--- src/rtl/pmsm_ctrl_pkg.sv ---
// Shared types and helpers for the PMSM commutation controller:
// state encoding, sector boundaries, phase vector table and sector stepping.
package pmsm_ctrl_pkg;

    typedef enum logic [2:0] {
        ST_IDLE  = 3'd0,
        ST_ALIGN = 3'd1,
        ST_RAMP  = 3'd2,
        ST_RUN   = 3'd3,
        ST_FAULT = 3'd4
    } state_e;

    // Rotor angle thresholds splitting 0..65535 into six 60-degree sectors
    localparam logic [15:0] SEC_B1 = 16'd10923;
    localparam logic [15:0] SEC_B2 = 16'd21846;
    localparam logic [15:0] SEC_B3 = 16'd32769;
    localparam logic [15:0] SEC_B4 = 16'd43692;
    localparam logic [15:0] SEC_B5 = 16'd54615;

    // {a,b,c} drive pattern per sector; sector 0 means not driving
    function automatic logic [2:0] vec_of(input logic [2:0] s);
        case (s)
            3'd1:    return 3'b100;
            3'd2:    return 3'b110;
            3'd3:    return 3'b010;
            3'd4:    return 3'b011;
            3'd5:    return 3'b001;
            3'd6:    return 3'b101;
            default: return 3'b000;
        endcase
    endfunction

    function automatic logic [2:0] sector_of(input logic [15:0] pos);
        if (pos < SEC_B1) return 3'd1;
        if (pos < SEC_B2) return 3'd2;
        if (pos < SEC_B3) return 3'd3;
        if (pos < SEC_B4) return 3'd4;
        if (pos < SEC_B5) return 3'd5;
        return 3'd6;
    endfunction

    function automatic logic [2:0] sector_step(input logic [2:0] s, input logic rev);
        if (rev) return (s == 3'd1) ? 3'd6 : s - 3'd1;
        return (s == 3'd6) ? 3'd1 : s + 3'd1;
    endfunction

endpackage

--- src/rtl/pmsm_commutation_ctrl_if.sv ---
// Control/status bundle between the commutation controller and its host.
interface pmsm_commutation_ctrl_if;
    logic        enable;
    logic        dir;
    logic        fault;
    logic [15:0] duty;
    logic [15:0] position;
    logic [2:0]  V_phase;
    logic [2:0]  sector;
    logic [2:0]  state;
    logic        period_tick;

    modport master (
        output enable, dir, duty, position, fault,
        input  V_phase, sector, state, period_tick
    );

    modport slave (
        input  enable, dir, duty, position, fault,
        output V_phase, sector, state, period_tick
    );
endinterface

--- src/rtl/pwm_carrier.sv ---
// PWM carrier: free-running 0..PWM_PERIOD-1 counter with a registered end-of-period pulse.
module pwm_carrier #(
    parameter int unsigned PWM_PERIOD = 2000,
    parameter int unsigned CW         = 11
) (
    input  logic          clk,
    input  logic          rst_n,
    output logic [CW-1:0] cnt,
    output logic          period_tick
);

    // Tick is decoded one count early so it aligns with cnt == PWM_PERIOD-1
    always_ff @(posedge clk or negedge rst_n) begin
        if (!rst_n) begin
            cnt         <= '0;
            period_tick <= 1'b0;
        end else begin
            cnt         <= (cnt == CW'(PWM_PERIOD - 1)) ? '0 : cnt + CW'(1);
            period_tick <= (cnt == CW'(PWM_PERIOD - 2));
        end
    end

endmodule

--- src/rtl/pmsm_commutation_ctrl.sv ---
// PMSM start-up and commutation sequencer: align, open-loop ramp, closed-loop run.
// Optional turn-on dead time per phase when PMSM_DEADTIME_EN is defined.
module pmsm_commutation_ctrl
    import pmsm_ctrl_pkg::*;
#(
    parameter int unsigned PWM_PERIOD    = 2000,
    parameter int unsigned ALIGN_PERIODS = 64,
    parameter int unsigned RAMP_START    = 32,
    parameter int unsigned RAMP_MIN      = 4,
    parameter int unsigned DEAD_CYCLES   = 8
) (
    input logic                    clk,
    input logic                    rst_n,
    pmsm_commutation_ctrl_if.slave bus
);

    localparam int unsigned CW   = $clog2(PWM_PERIOD);
    localparam int unsigned PMAX = (ALIGN_PERIODS > RAMP_START) ? ALIGN_PERIODS : RAMP_START;
    localparam int unsigned PCW  = $clog2(PMAX + 1);

    if (PWM_PERIOD < 2 || PWM_PERIOD > 65536 || RAMP_MIN == 0 || RAMP_MIN > RAMP_START ||
        ALIGN_PERIODS == 0 || DEAD_CYCLES >= PWM_PERIOD) begin : g_bad_cfg
        $error("pmsm_commutation_ctrl: unsupported parameter set");
    end

    logic [CW-1:0]  cnt;
    logic           tick;
    state_e         state_q, state_d;
    logic [2:0]     sector_q, sector_d;
    logic [PCW-1:0] pcnt_q, pcnt_d, pcnt_inc;
    logic [PCW-1:0] rlen_q, rlen_d;
    logic [2:0]     drive_d;
    logic [2:0]     vphase_q;

    pwm_carrier #(
        .PWM_PERIOD (PWM_PERIOD),
        .CW         (CW)
    ) u_carrier (
        .clk         (clk),
        .rst_n       (rst_n),
        .cnt         (cnt),
        .period_tick (tick)
    );

    // Next-state: fault and enable loss act immediately, all else waits for a tick
    always_comb begin
        state_d  = state_q;
        sector_d = sector_q;
        pcnt_d   = pcnt_q;
        rlen_d   = rlen_q;
        pcnt_inc = pcnt_q + PCW'(1);
        drive_d  = 3'b000;

        if (bus.fault) begin
            state_d  = ST_FAULT;
            sector_d = 3'd0;
            pcnt_d   = '0;
            rlen_d   = PCW'(RAMP_START);
        end else begin
            case (state_q)
                ST_IDLE: begin
                    if (bus.enable && tick) begin
                        state_d  = ST_ALIGN;
                        sector_d = 3'd1;
                        pcnt_d   = '0;
                    end
                end
                ST_FAULT: begin
                    if (!bus.enable) state_d = ST_IDLE;
                end
                default: begin
                    if (!bus.enable) begin
                        state_d  = ST_IDLE;
                        sector_d = 3'd0;
                        pcnt_d   = '0;
                        rlen_d   = PCW'(RAMP_START);
                    end else if (tick) begin
                        case (state_q)
                            ST_ALIGN: begin
                                if (pcnt_inc == PCW'(ALIGN_PERIODS)) begin
                                    state_d = ST_RAMP;
                                    pcnt_d  = '0;
                                    rlen_d  = PCW'(RAMP_START);
                                end else begin
                                    pcnt_d = pcnt_inc;
                                end
                            end
                            ST_RAMP: begin
                                if (pcnt_inc == rlen_q) begin
                                    pcnt_d   = '0;
                                    sector_d = sector_step(sector_q, bus.dir);
                                    if (rlen_q > PCW'(RAMP_MIN)) begin
                                        rlen_d = rlen_q - PCW'(1);
                                        if (rlen_q - PCW'(1) == PCW'(RAMP_MIN)) state_d = ST_RUN;
                                    end
                                end else begin
                                    pcnt_d = pcnt_inc;
                                end
                            end
                            ST_RUN:  sector_d = sector_of(bus.position);
                            default: ;
                        endcase
                    end
                end
            endcase
        end

        // cnt < PWM_PERIOD always, so comparing against raw duty equals the clamped duty
        if (!bus.fault && bus.enable && (16'(cnt) < bus.duty)) drive_d = vec_of(sector_q);
    end

    always_ff @(posedge clk or negedge rst_n) begin
        if (!rst_n) begin
            state_q  <= ST_IDLE;
            sector_q <= 3'd0;
            pcnt_q   <= '0;
            rlen_q   <= PCW'(RAMP_START);
        end else begin
            state_q  <= state_d;
            sector_q <= sector_d;
            pcnt_q   <= pcnt_d;
            rlen_q   <= rlen_d;
        end
    end

`ifdef PMSM_DEADTIME_EN
    localparam int unsigned DW = (DEAD_CYCLES > 0) ? $clog2(DEAD_CYCLES + 1) : 1;
    logic [DW-1:0] dead_q [3];

    // A phase turns on only after its drive has been requested for DEAD_CYCLES clocks
    always_ff @(posedge clk or negedge rst_n) begin
        if (!rst_n) begin
            vphase_q <= 3'b000;
            for (int i = 0; i < 3; i++) dead_q[i] <= '0;
        end else begin
            for (int i = 0; i < 3; i++) begin
                if (!drive_d[i]) begin
                    dead_q[i]   <= '0;
                    vphase_q[i] <= 1'b0;
                end else if (dead_q[i] == DW'(DEAD_CYCLES)) begin
                    vphase_q[i] <= 1'b1;
                end else begin
                    dead_q[i]   <= dead_q[i] + DW'(1);
                    vphase_q[i] <= 1'b0;
                end
            end
        end
    end
`else
    always_ff @(posedge clk or negedge rst_n) begin
        if (!rst_n) vphase_q <= 3'b000;
        else        vphase_q <= drive_d;
    end
`endif

    assign bus.V_phase     = vphase_q;
    assign bus.sector      = sector_q;
    assign bus.state       = state_q;
    assign bus.period_tick = tick;

endmodule

--- src/flat_wrapper.sv ---
// flat-port wrapper written by rule: the top's interface ports become plain ports
module pmsm_commutation_ctrl_flat import pmsm_ctrl_pkg::*;
#(
    parameter int unsigned PWM_PERIOD    = 2000,
    parameter int unsigned ALIGN_PERIODS = 64,
    parameter int unsigned RAMP_START    = 32,
    parameter int unsigned RAMP_MIN      = 4,
    parameter int unsigned DEAD_CYCLES   = 8
)
  (clk, rst_n, bus_enable, bus_dir, bus_duty, bus_position, bus_fault, bus_V_phase, bus_sector, bus_state, bus_period_tick);
  pmsm_commutation_ctrl_if bus_i ();
  input logic clk;
  input logic rst_n;
  input wire logic [$bits(bus_i.enable)-1:0] bus_enable;
  input wire logic [$bits(bus_i.dir)-1:0] bus_dir;
  input wire logic [$bits(bus_i.duty)-1:0] bus_duty;
  input wire logic [$bits(bus_i.position)-1:0] bus_position;
  input wire logic [$bits(bus_i.fault)-1:0] bus_fault;
  output wire logic [$bits(bus_i.V_phase)-1:0] bus_V_phase;
  output wire logic [$bits(bus_i.sector)-1:0] bus_sector;
  output wire logic [$bits(bus_i.state)-1:0] bus_state;
  output wire logic [$bits(bus_i.period_tick)-1:0] bus_period_tick;
  assign bus_i.enable = bus_enable;
  assign bus_i.dir = bus_dir;
  assign bus_i.duty = bus_duty;
  assign bus_i.position = bus_position;
  assign bus_i.fault = bus_fault;
  assign bus_V_phase = bus_i.V_phase;
  assign bus_sector = bus_i.sector;
  assign bus_state = bus_i.state;
  assign bus_period_tick = bus_i.period_tick;
  pmsm_commutation_ctrl #(.PWM_PERIOD(PWM_PERIOD), .ALIGN_PERIODS(ALIGN_PERIODS), .RAMP_START(RAMP_START), .RAMP_MIN(RAMP_MIN), .DEAD_CYCLES(DEAD_CYCLES)) u_core (.clk(clk), .rst_n(rst_n), .bus(bus_i));
endmodule
--- config.mk ---
export PLATFORM = sky130hd
export DESIGN_NAME = pmsm_commutation_ctrl_flat
export DESIGN_NICKNAME = d
export VERILOG_FILES = /design/src/rtl/pmsm_ctrl_pkg.sv /design/src/rtl/pmsm_commutation_ctrl_if.sv /design/src/rtl/pwm_carrier.sv /design/src/rtl/pmsm_commutation_ctrl.sv /design/src/flat_wrapper.sv
export SDC_FILE = /design/constraint.sdc
export NUM_CORES = 1
export LEC_CHECK = 0
export ABC_AREA = 1
export ABC_CLOCK_PERIOD_IN_PS = 4200
export CORE_MARGIN = 2
export CORE_UTILIZATION = 40
export CTS_CLUSTER_SIZE = 10
export DETAILED_ROUTE_END_ITERATION = 7
export HOLD_SLACK_MARGIN = 0.08
export PLACE_DENSITY = 0.67
export SKIP_CTS_REPAIR_TIMING = 1
export SLEW_MARGIN = 20
export SYNTH_ARGS = -nofsm -noshare
export SYNTH_HDL_FRONTEND = slang
export SYNTH_SLANG_ARGS = --single-unit
--- constraint.sdc ---
create_clock -name clk -period 4.2 [get_ports clk]
set_input_delay 0.84 -clock clk [delete_from_list [all_inputs] [get_ports clk]]
set_output_delay 0.84 -clock clk [all_outputs]
set_load 0.005 [all_outputs]
; ---- Word-level counts from Yosys, hierarchy flattened
; Cells that the tools add are included.
[word_totals]
ff_bits = 35
latch_bits = 0
ram_bits = 0
romBits = 0
inputBits = 37
elab_cells = 162
n_memories = 0
[op_classes]
n_addsub = 5
mul = 0
div_mod_pow = 0
order_cmp = 7
eq_ne = 31
shift = 0
muxes = 102
n_bitwise = 0
n_reduce_logical = 10
[ops]
columns = cell, count
row1 = 3-bit two-way mux, 33
row2 = 7-bit two-way mux, 13
row3 = 16-bit less-than comparator (second input constant), 3
row4 = 1-bit two-way mux, 47
row5 = 7-bit case mux with 2 select lines, 3
row6 = 3-bit case mux with 2 select lines, 4
row7 = 11-bit equality test (second input constant), 2
row8 = 5-bit by 3-bit inequality test with 1-bit output (second input constant), 4
row9 = 3-bit case mux with 6 select lines, 1
row10 = 11-bit by 16-bit less-than comparator with 1-bit output, 1
row11 = 16-bit by 14-bit less-than comparator with 1-bit output (second input constant), 1
row12 = 16-bit by 15-bit less-than comparator with 1-bit output (second input constant), 1
row13 = 3-bit by 2-bit equality test with 1-bit output (second input constant), 4
row14 = 3-bit equality test (second input constant), 4
row15 = 4-bit by 3-bit inequality test with 1-bit output (second input constant), 3
row16 = 11-bit by 1-bit adder with 11-bit output (second input constant), 1
row17 = 11-bit two-way mux, 1
row18 = 5-bit by 1-bit inequality test with 1-bit output (second input constant), 2
row19 = 4-bit by 1-bit inequality test with 1-bit output (second input constant), 2
row20 = 8-bit AND reduction, 1
row21 = 7-bit by 1-bit adder with 7-bit output (second input constant), 1
row22 = 7-bit by 3-bit equality test with 1-bit output (second input constant), 1
row23 = 7-bit equality test, 1
row24 = 7-bit equality test (second input constant), 1
row25 = other kinds (17), 20

; ---- Logic depth before layout (Yosys ltp)
; Gate-level depths: netlist of run 1.
[logic_depth]
word_depth = 47
mapped_depth = 15

; ---- Hierarchy
; Synthesis of run 1 repeated with hierarchy kept, for this count alone.
[unflattened]
hier_cells = 472
area_unflattened_um2 = 3074.2
[modules_own_cells]
columns = module, instances, cells_per_inst, area_each_um2
row1 = pmsm_commutation_ctrl, 1, 395, 2444.8
row2 = pwm_carrier, 1, 77, 629.4

; ---- Least setup slack after synthesis of run 1
; OpenSTA, ideal clock, no wires.
[synth_path]
path_kind = input to register
start = input bus_fault
end = register u_core.sector_q[2], in the netlist u_core.bus.sector[2]
setup_time_ns = 0.123
arrival_time_ns = 1.845
path_slack_ns = 2.232
stages = 7
n_path_buf = 0
cell_sequence = inv_1 > nand2_1 > inv_1 > a221oi_1 > nand2_1 > nor2_1 > a21oi_1
[synth_between]
elab_chain_len = 2
elab_cells_between_ends = 7
classes_between = 5 x eq/ne / 1 x mux / 1 x reduce/logical
[synth_rtl]
columns = element, line_no
row1 = from (decl), flat_wrapper.sv:18  ; input wire logic [$bits(bus_i.fault)-1:0] bus_fault;
row2 = 5-bit by 1-bit inequality test with 1-bit output (no line) (tied with other cells), --
row3 = 5-bit AND reduction (no line), --
row4 = to (signal assigned), pmsm_commutation_ctrl.sv:120  ; sector_q <= sector_d;
row5 = to (decl), pmsm_commutation_ctrl.sv:29  ; logic [2:0] sector_q, sector_d;
; Parallel ways exist; a longest one is shown, timed or not.
; A chain may end at the register's enable or synchronous reset.

; ---- Worst setup path after layout of run 1
[layout_path]
start = input bus_fault
end = register u_core.sector_q[1], in the netlist u_core.bus.sector[1]
; The elaborated chain is that of the path after synthesis.

==> results of run 1 <==
[worst max-delay path by stage]
stage / from / endpoint / slack, ps / cells after the start
after floorplan: bus_fault / u_core.bus.sector[2] / 2230 / 7
after global placement: bus_fault / u_core.bus.sector[2] / 1550 / 8
after detailed placement: bus_fault / u_core.bus.sector[1] / 1520 / 8
after CTS: bus_fault / u_core.bus.sector[1] / 1810 / 8
after global routing: bus_fault / u_core.bus.sector[1] / 1610 / 8
final: bus_fault / u_core.bus.sector[1] / 1790 / 8
[registers in the layout, summed over array words and instances (netlist names)]
name / count
u_core.bus.state: 3
u_core.u_carrier.cnt: 11
u_core.pcnt_q: 7
u_core.bus.sector: 3
u_core.rlen_q: 7
u_core.u_carrier.period_tick: 1
u_core.bus.V_phase: 3
[report_power, final]
part | internal (mW) | switching (mW) | leakage (nW) | total [mW]
clock network | 0.113 | 0.123 | 0.0477 | 0.237
registers | 0.358 | 0.0317 | 0.461 | 0.390
logic | 0.137 | 0.165 | 1.39 | 0.302
[cells in the final DEF, fill, tap and decap left out, types with 2 or more instances in the layout]
cell type,n
nand2_1,118
inv_1,75
nor2_1,51
nand3_1,46
clkdlybuf4s50_1,46
dfrtp_1,34
a21oi_1,24
o21ai_0,24
ha_1,21
nand4_1,9
nand2_2,8
nor3_1,7
xor2_1,7
nor2_4,5
clkbuf_8,5
nand3_2,4
nand3b_1,3
o21ai_1,3
clkinv_2,3
nor3b_1,2
nor4_1,2
or2_2,2
inv_2,2
nand3_4,2
nor2_2,2
[logic make-up after synthesis]
logic type | count (synthesis)
and+or+nand+nor | 262
buffers and inverters | 77
AOI/OAI and AO/OA | 57
DFF | 35
adders and majority gates | 21
xor gates and xnor gates | 8
[worst reg2reg max path: stages, from the launching register on]
cell	delay [ps]
dfrtp_1	480
ha_1	400
xor2_1	210
nor2_4	90
nand3_2	90
nor2_4	140
nand3_4	100
o21ai_4	270
nand2_4	120
nand2_1	80
nand2_1	50
[per-layer routing]
layer | wire length (um) | vias to the layer above
li1 | - | 1587
met1 | 3230 | 1413
met2 | 3580 | 61
met3 | 270 | 10
met4 | 112 | 0
met5 | 0 | -
[through the flow]
stage | hold slack [ps] | setup WS, ps | utilization
after global routing | 510 | 1610 | 0.508
after global placement | 486 | 1550 | 0.497
after floorplan | 457 | 2230 | -
after detailed placement | 489 | 1520 | 0.497
after CTS | 500 | 1810 | 0.508
final | 497 | 1790 | 0.508
[Yosys cell counts, drive strengths merged (3+ instances only)]
cell type  number  share of area
o21ai          28          0.050
nor3            7          0.012
nand3b          3         0.0074
xor2            7          0.020
nand4           9          0.019
nor2           58          0.086
nand2         127           0.17
inv            77          0.095
nand3          52           0.10
a21oi          25          0.043
dfrtp          34           0.28
ha             21          0.087
[final cells by class]
class / count / area [um2] / area share
clock buffers: 5 / 68.8 / 0.0186
clock inverters: 3 / 15.0 / 0.00405
inverters: 77 / 289 / 0.0780
multi-input cells: 348 / 1870 / 0.503
flip-flops and latches: 35 / 877 / 0.237
well taps: 99 / 124 / 0.0334
repair buffers: 47 / 468 / 0.126
==> metrics.txt, run 1 <==
HP Class=flop to flop; post-synthesis instance total=460; CP most frequent cell=nand2_1; xor and xnor area share after synthesis=0.0231; 1st-iter DRT viols=101; Syn Area/Cell=~6.6 um2; Die Y=91.1 um; Routed Antenna Nets=0; final setup fails=0; EDFF count, synth=0; DRT Wirelength=7.19 mm; crit path DAT=2570 ps; setup_tns=0 ps; GR Util met3=0.0299; post-route clock period utilization=0.573; FF-to-FF End=u_core.rlen_q[6]; drt first pass iters=6; Yosys Warn Count=0; io pins=47; P per Cell Area=251 nW/um2; worst skew pair latency=280 ps; max-slew violations=0; Die Area=8290 um2; Critical Path RT=4360 ps; DR vias/cell=5.00; CTS max path bufs=2; Placed Cells=a little over 600; DRC=0; DP Area=around 3600 um2; GRT busiest layer=met2; H-tree levels=2; multiplexer share of the synthesized area=0; flop2flop setup slack=about 2100 ps; largest net degree at the start of global routing=36; Hold Startpoint=u_core.rlen_q[5]; #FFs+latches synth=35; vias in the first global route=2964; CTS root buf=clkbuf_8; Post-DP HPWL=5.84 mm; critical setup path kind=input pin to flop; global-route wire length before repair=12.8 mm; CP Buf/Inv Count=3; slowest CP cell=clkdlybuf4s50_1; Top FF cell, synth=dfrtp_1; Worst-path clk slew=70 ps; Hold Vio Cnt, Final=0; Post-Syn Area=3030 um2; initial antenna violation count=0; Die Span X=just over 90 um; Achievable Freq=0.415 GHz; outcome=finished, final reports clean; Area growth, synth to finish=22.3%; syn nets=518; crit path launch type=input pin; clock sink total=35; # nets final=~570; TritonCTS Buffers=5; # rows=31; Post-synth ARST share=1.00; Placer Congestion=0.910; Antenna Cells=0; max incr delay on CP=500 ps; gr usage total=0.182; per-cell routed wire length=11.7 um; total gr overflow=0; worst-margin pin slew=673 ps; CP max FO=6; Cell variety after synth=31; met1 usage=0.230; post-synthesis simple-gate area fraction=0.404; port bufs=46; CORE AREA=7290 um2; Initial Utilization=0.416; maxcap violations=0; Crit. End Element=flop; Worst Hold Depth=2; Reg-to-Reg Start=u_core.pcnt_q[0]; CTS tree=done; min cycle time layout=2410 ps; met2 usage=0.315; sequential share of the synthesized area=0.289; Final Power=0.929 mW; Worst slew margin=0.547; Max VDD drop=0.140 mV; share of cells above drive strength 1=0.0738; crit path cell chain=clkdlybuf4s50_1 > inv_1 > nand2_1 > inv_1 > a221oi_1 > nand2_1 > nand2_1 > o21ai_0; combinational family with the most area after synthesis=simple AND/OR/NAND/NOR gates; Post-Synth Adder-Cell Area=0.0867; Lkg Pwr=1.90 nW; Fillers=768; Compound-Gate Fraction of Synth Area=0.102; fin cells=614; hold endpoint=u_core.rlen_q[5]; RSZ-0062 raised after global routing=no; Vias=3071; final instance area=3710 um2; Top delay family on crit path=buffers and inverters; worst r2r path cells=10; Setup Skew=4.43 ps
No activity file was read; power rests on OpenSTA's default activity.
==> inputs of run 2 (changes only) <==
ABC_CLOCK_PERIOD_IN_PS = 2000   (was 4200)
PLACE_DENSITY = 0.7   (was 0.67)
clock period = 2 ns   (was 4.2 ns; I/O delays follow)
==> run 2 against run 1 <==
  * Register-to-register slack got worse by 2000 ps
  * Flip-flop and latch count stayed put
  * Clock-buffer cell count is the same
  * Total power up 130%
  * Hold slack gained 8.2 ps
  * Final area increased by 7.6%
  * Sequential power is 110% higher
  * Die area did not move
  * Non-clock buffer count is 20 higher
  * Core utilization increased by 3.8 points
  * Combinational power increased by 140%
==> metrics.txt, run 2 (synthesized netlist as in run 1, its figures left out) <==
outcome=finished, final reports clean; Post-DP HPWL=5.86 mm (+0.36%); area of the multi-input gates=1950 um2 (+4.7%); P per Cell Area=544 nW/um2 (+120%); 1st-iter DRT viols=117 (+16%); maxcap violations=0 (unchanged); worst r2r path cells=10 (unchanged); DP Area=3740 um2 (+3.1%); Sw Pwr=0.709 mW (+120%); sw frac=0.327 (-0.0184); Worst slew margin=0.687 (+0.139); Initial Utilization=0.416 (unchanged); Internal=1.46 mW (+140%); vias in the first global route=3078 (+3.8%); CP Buf/Inv Count=0 (-3); per-cell routed wire length=11.5 um (-1.5%); total gr overflow=0 (unchanged); H-tree levels=2 (unchanged); Die Area=8290 um2 (unchanged); CTS tree=done; FF-to-FF End=u_core.rlen_q[4]; HP Class=flop to flop; Top delay family on crit path=simple AND/OR/NAND/NOR gates; io pins=47 (unchanged); Lkg Pwr=2.02 nW (+6.4%); hold_ws=505 ps (+8.17 ps); port bufs=46 (unchanged); TritonCTS Buffers=5 (unchanged); Logic pwr share=0.330 (+0.005); DRT Wirelength=7.31 mm (+1.7%); Setup Skew=1.11 ps (-3.31 ps); post-route clock period utilization=0.953; flop2flop setup slack=90 ps (-1960 ps); Largest register FFs=11 (unchanged); largest reg by FF count=u_core.u_carrier.cnt; crit path DAT=2090 ps (-480 ps); gr usage total=0.184 (+0.00116); CP max FO=7 (+1); CORE AREA=7290 um2 (unchanged); Max VDD drop=0.351 mV (+150%); commonest non-fill, non-tap cell in the layout=nand2_1; CTS max path bufs=2 (unchanged); CTS root buf=clkbuf_8; clock sink total=35 (unchanged); max-slew violations=0 (unchanged); DRC=0 (unchanged); Critical Path RT=2190 ps (-2170 ps); final setup fails=0 (unchanged); DR vias/cell=4.99 (-0.28%); initial antenna violation count=0 (unchanged); Crit. End Element=flop; Fillers=731 (-4.8%); commonest cells after routing, fill and taps aside=nand2_1 (111), inv_1 (74), nor2_1 (49); # nets final=592 (+3.5%); Area growth, synth to finish=31.5%; Crit. path cell count=10 (+2); final instance area=3990 um2 (+7.6%); max incr delay on CP=420 ps (-80 ps); critical path endpoint=u_core.rlen_q[4]; Die Y=91.1 um (unchanged); largest net degree at the start of global routing=36 (unchanged); CP Launch Point=u_core.pcnt_q[1]; Routed Antenna Nets=0 (unchanged); crit path cell chain=ha_4 > xor2_4 > nor2_4 > nand3_2 > nor2_4 > nand3_4 > o21ai_4 > nand2_4 > nand2_2 > nand2_2; critical setup path kind=flop to flop; share of cells above drive strength 1=0.138 (+0.0645); Antenna Cells=0 (unchanged); worst-margin pin slew=470 ps (-203 ps); global-route wire length before repair=13.0 mm (+2.1%); Hold Vio Cnt, Final=0 (unchanged); Regs by FF count=u_core.u_carrier.cnt x11, u_core.pcnt_q x7, u_core.rlen_q x7; worst skew pair latency=290 ps (about the same); Reg-to-Reg Start=u_core.pcnt_q[1]; Placer Congestion=0.871 (-4.3%); drt first pass iters=5 (-1); Worst-path clk slew=80 ps (about the same); Vias=3162 (+3.0%); # rows=31 (unchanged); min cycle time layout=1910 ps; Die Span X=91.1 um (unchanged); slowest CP cell=dfrtp_1; RSZ-0062 raised after global routing=yes; Achievable Freq=0.525 GHz; Clk pwr share=0.300 (+0.045); crit path launch type=flop; part of the power in registers=0.370 (-0.050); sequential cell area=880 um2 (+0.29%)
run 2: how the worst min path moves through the flow:
stage / slack [ps] / cells past startpoint / to / startpoint
2_1_floorplan: 100 / 0 / u_core.bus.V_phase[0] / rst_n
3_3_place_gp: 480 / 2 / u_core.rlen_q[5] / u_core.rlen_q[5]
3_5_place_dp: 490 / 2 / u_core.rlen_q[5] / u_core.rlen_q[5]
4_1_cts: 500 / 2 / u_core.rlen_q[5] / u_core.rlen_q[5]
5_1_grt: 550 / 2 / u_core.rlen_q[5] / u_core.rlen_q[5]
6_report: 510 / 2 / u_core.rlen_q[5] / u_core.rlen_q[5]
run 2: cell type report:
type,instances,area share
multi-input cells,348,0.490
repair buffers,67,0.158
inverters,77,0.0725
flip-flops and latches,35,0.221
clock buffers,5,0.0173
clock inverters,3,0.0110
well taps,99,0.0311
run 2: worst reg2reg max path, stage by stage, from the launching register on:
cell and delay, ps:
dfrtp_1 420, ha_4 280, xor2_4 160, nor2_4 110
nand3_2 80, nor2_4 120, nand3_4 100, o21ai_4 280
nand2_4 130, nand2_2 80, nand2_2 40
run 2: layer usage:
layer / global-route usage / routed length (um) / vias up
met1: 0.234 / 3350 / 1461
met5: 0 / 0 / -
met4: 0.0303 / 43 / 0
li1: - / - / 1627
met3: 0.0332 / 312 / 5
met2: 0.328 / 3610 / 69
run 2: through the flow:
step	TNS [ps]	power (mW)	instances	worst slack, ps	utilization
floorplan	0	1.19	460	119	-
global placement	-680	1.49	621	-71.1	0.512
detailed placement	-1500	1.50	621	-142	0.512
CTS	0	2.15	629	17.1	0.528
global route	-296	2.32	634	-54.2	0.547
finish	0	2.17	634	94.6	0.547
run 2: power groups by stage:
stage	logic, mW	registers (mW)	clock network [mW]
5_1_grt	0.815	0.810	0.691
4_1_cts	0.691	0.798	0.662
6_report	0.716	0.803	0.652
3_5_place_dp	0.686	0.810	0
2_1_floorplan	0.377	0.813	0
3_3_place_gp	0.675	0.813	0
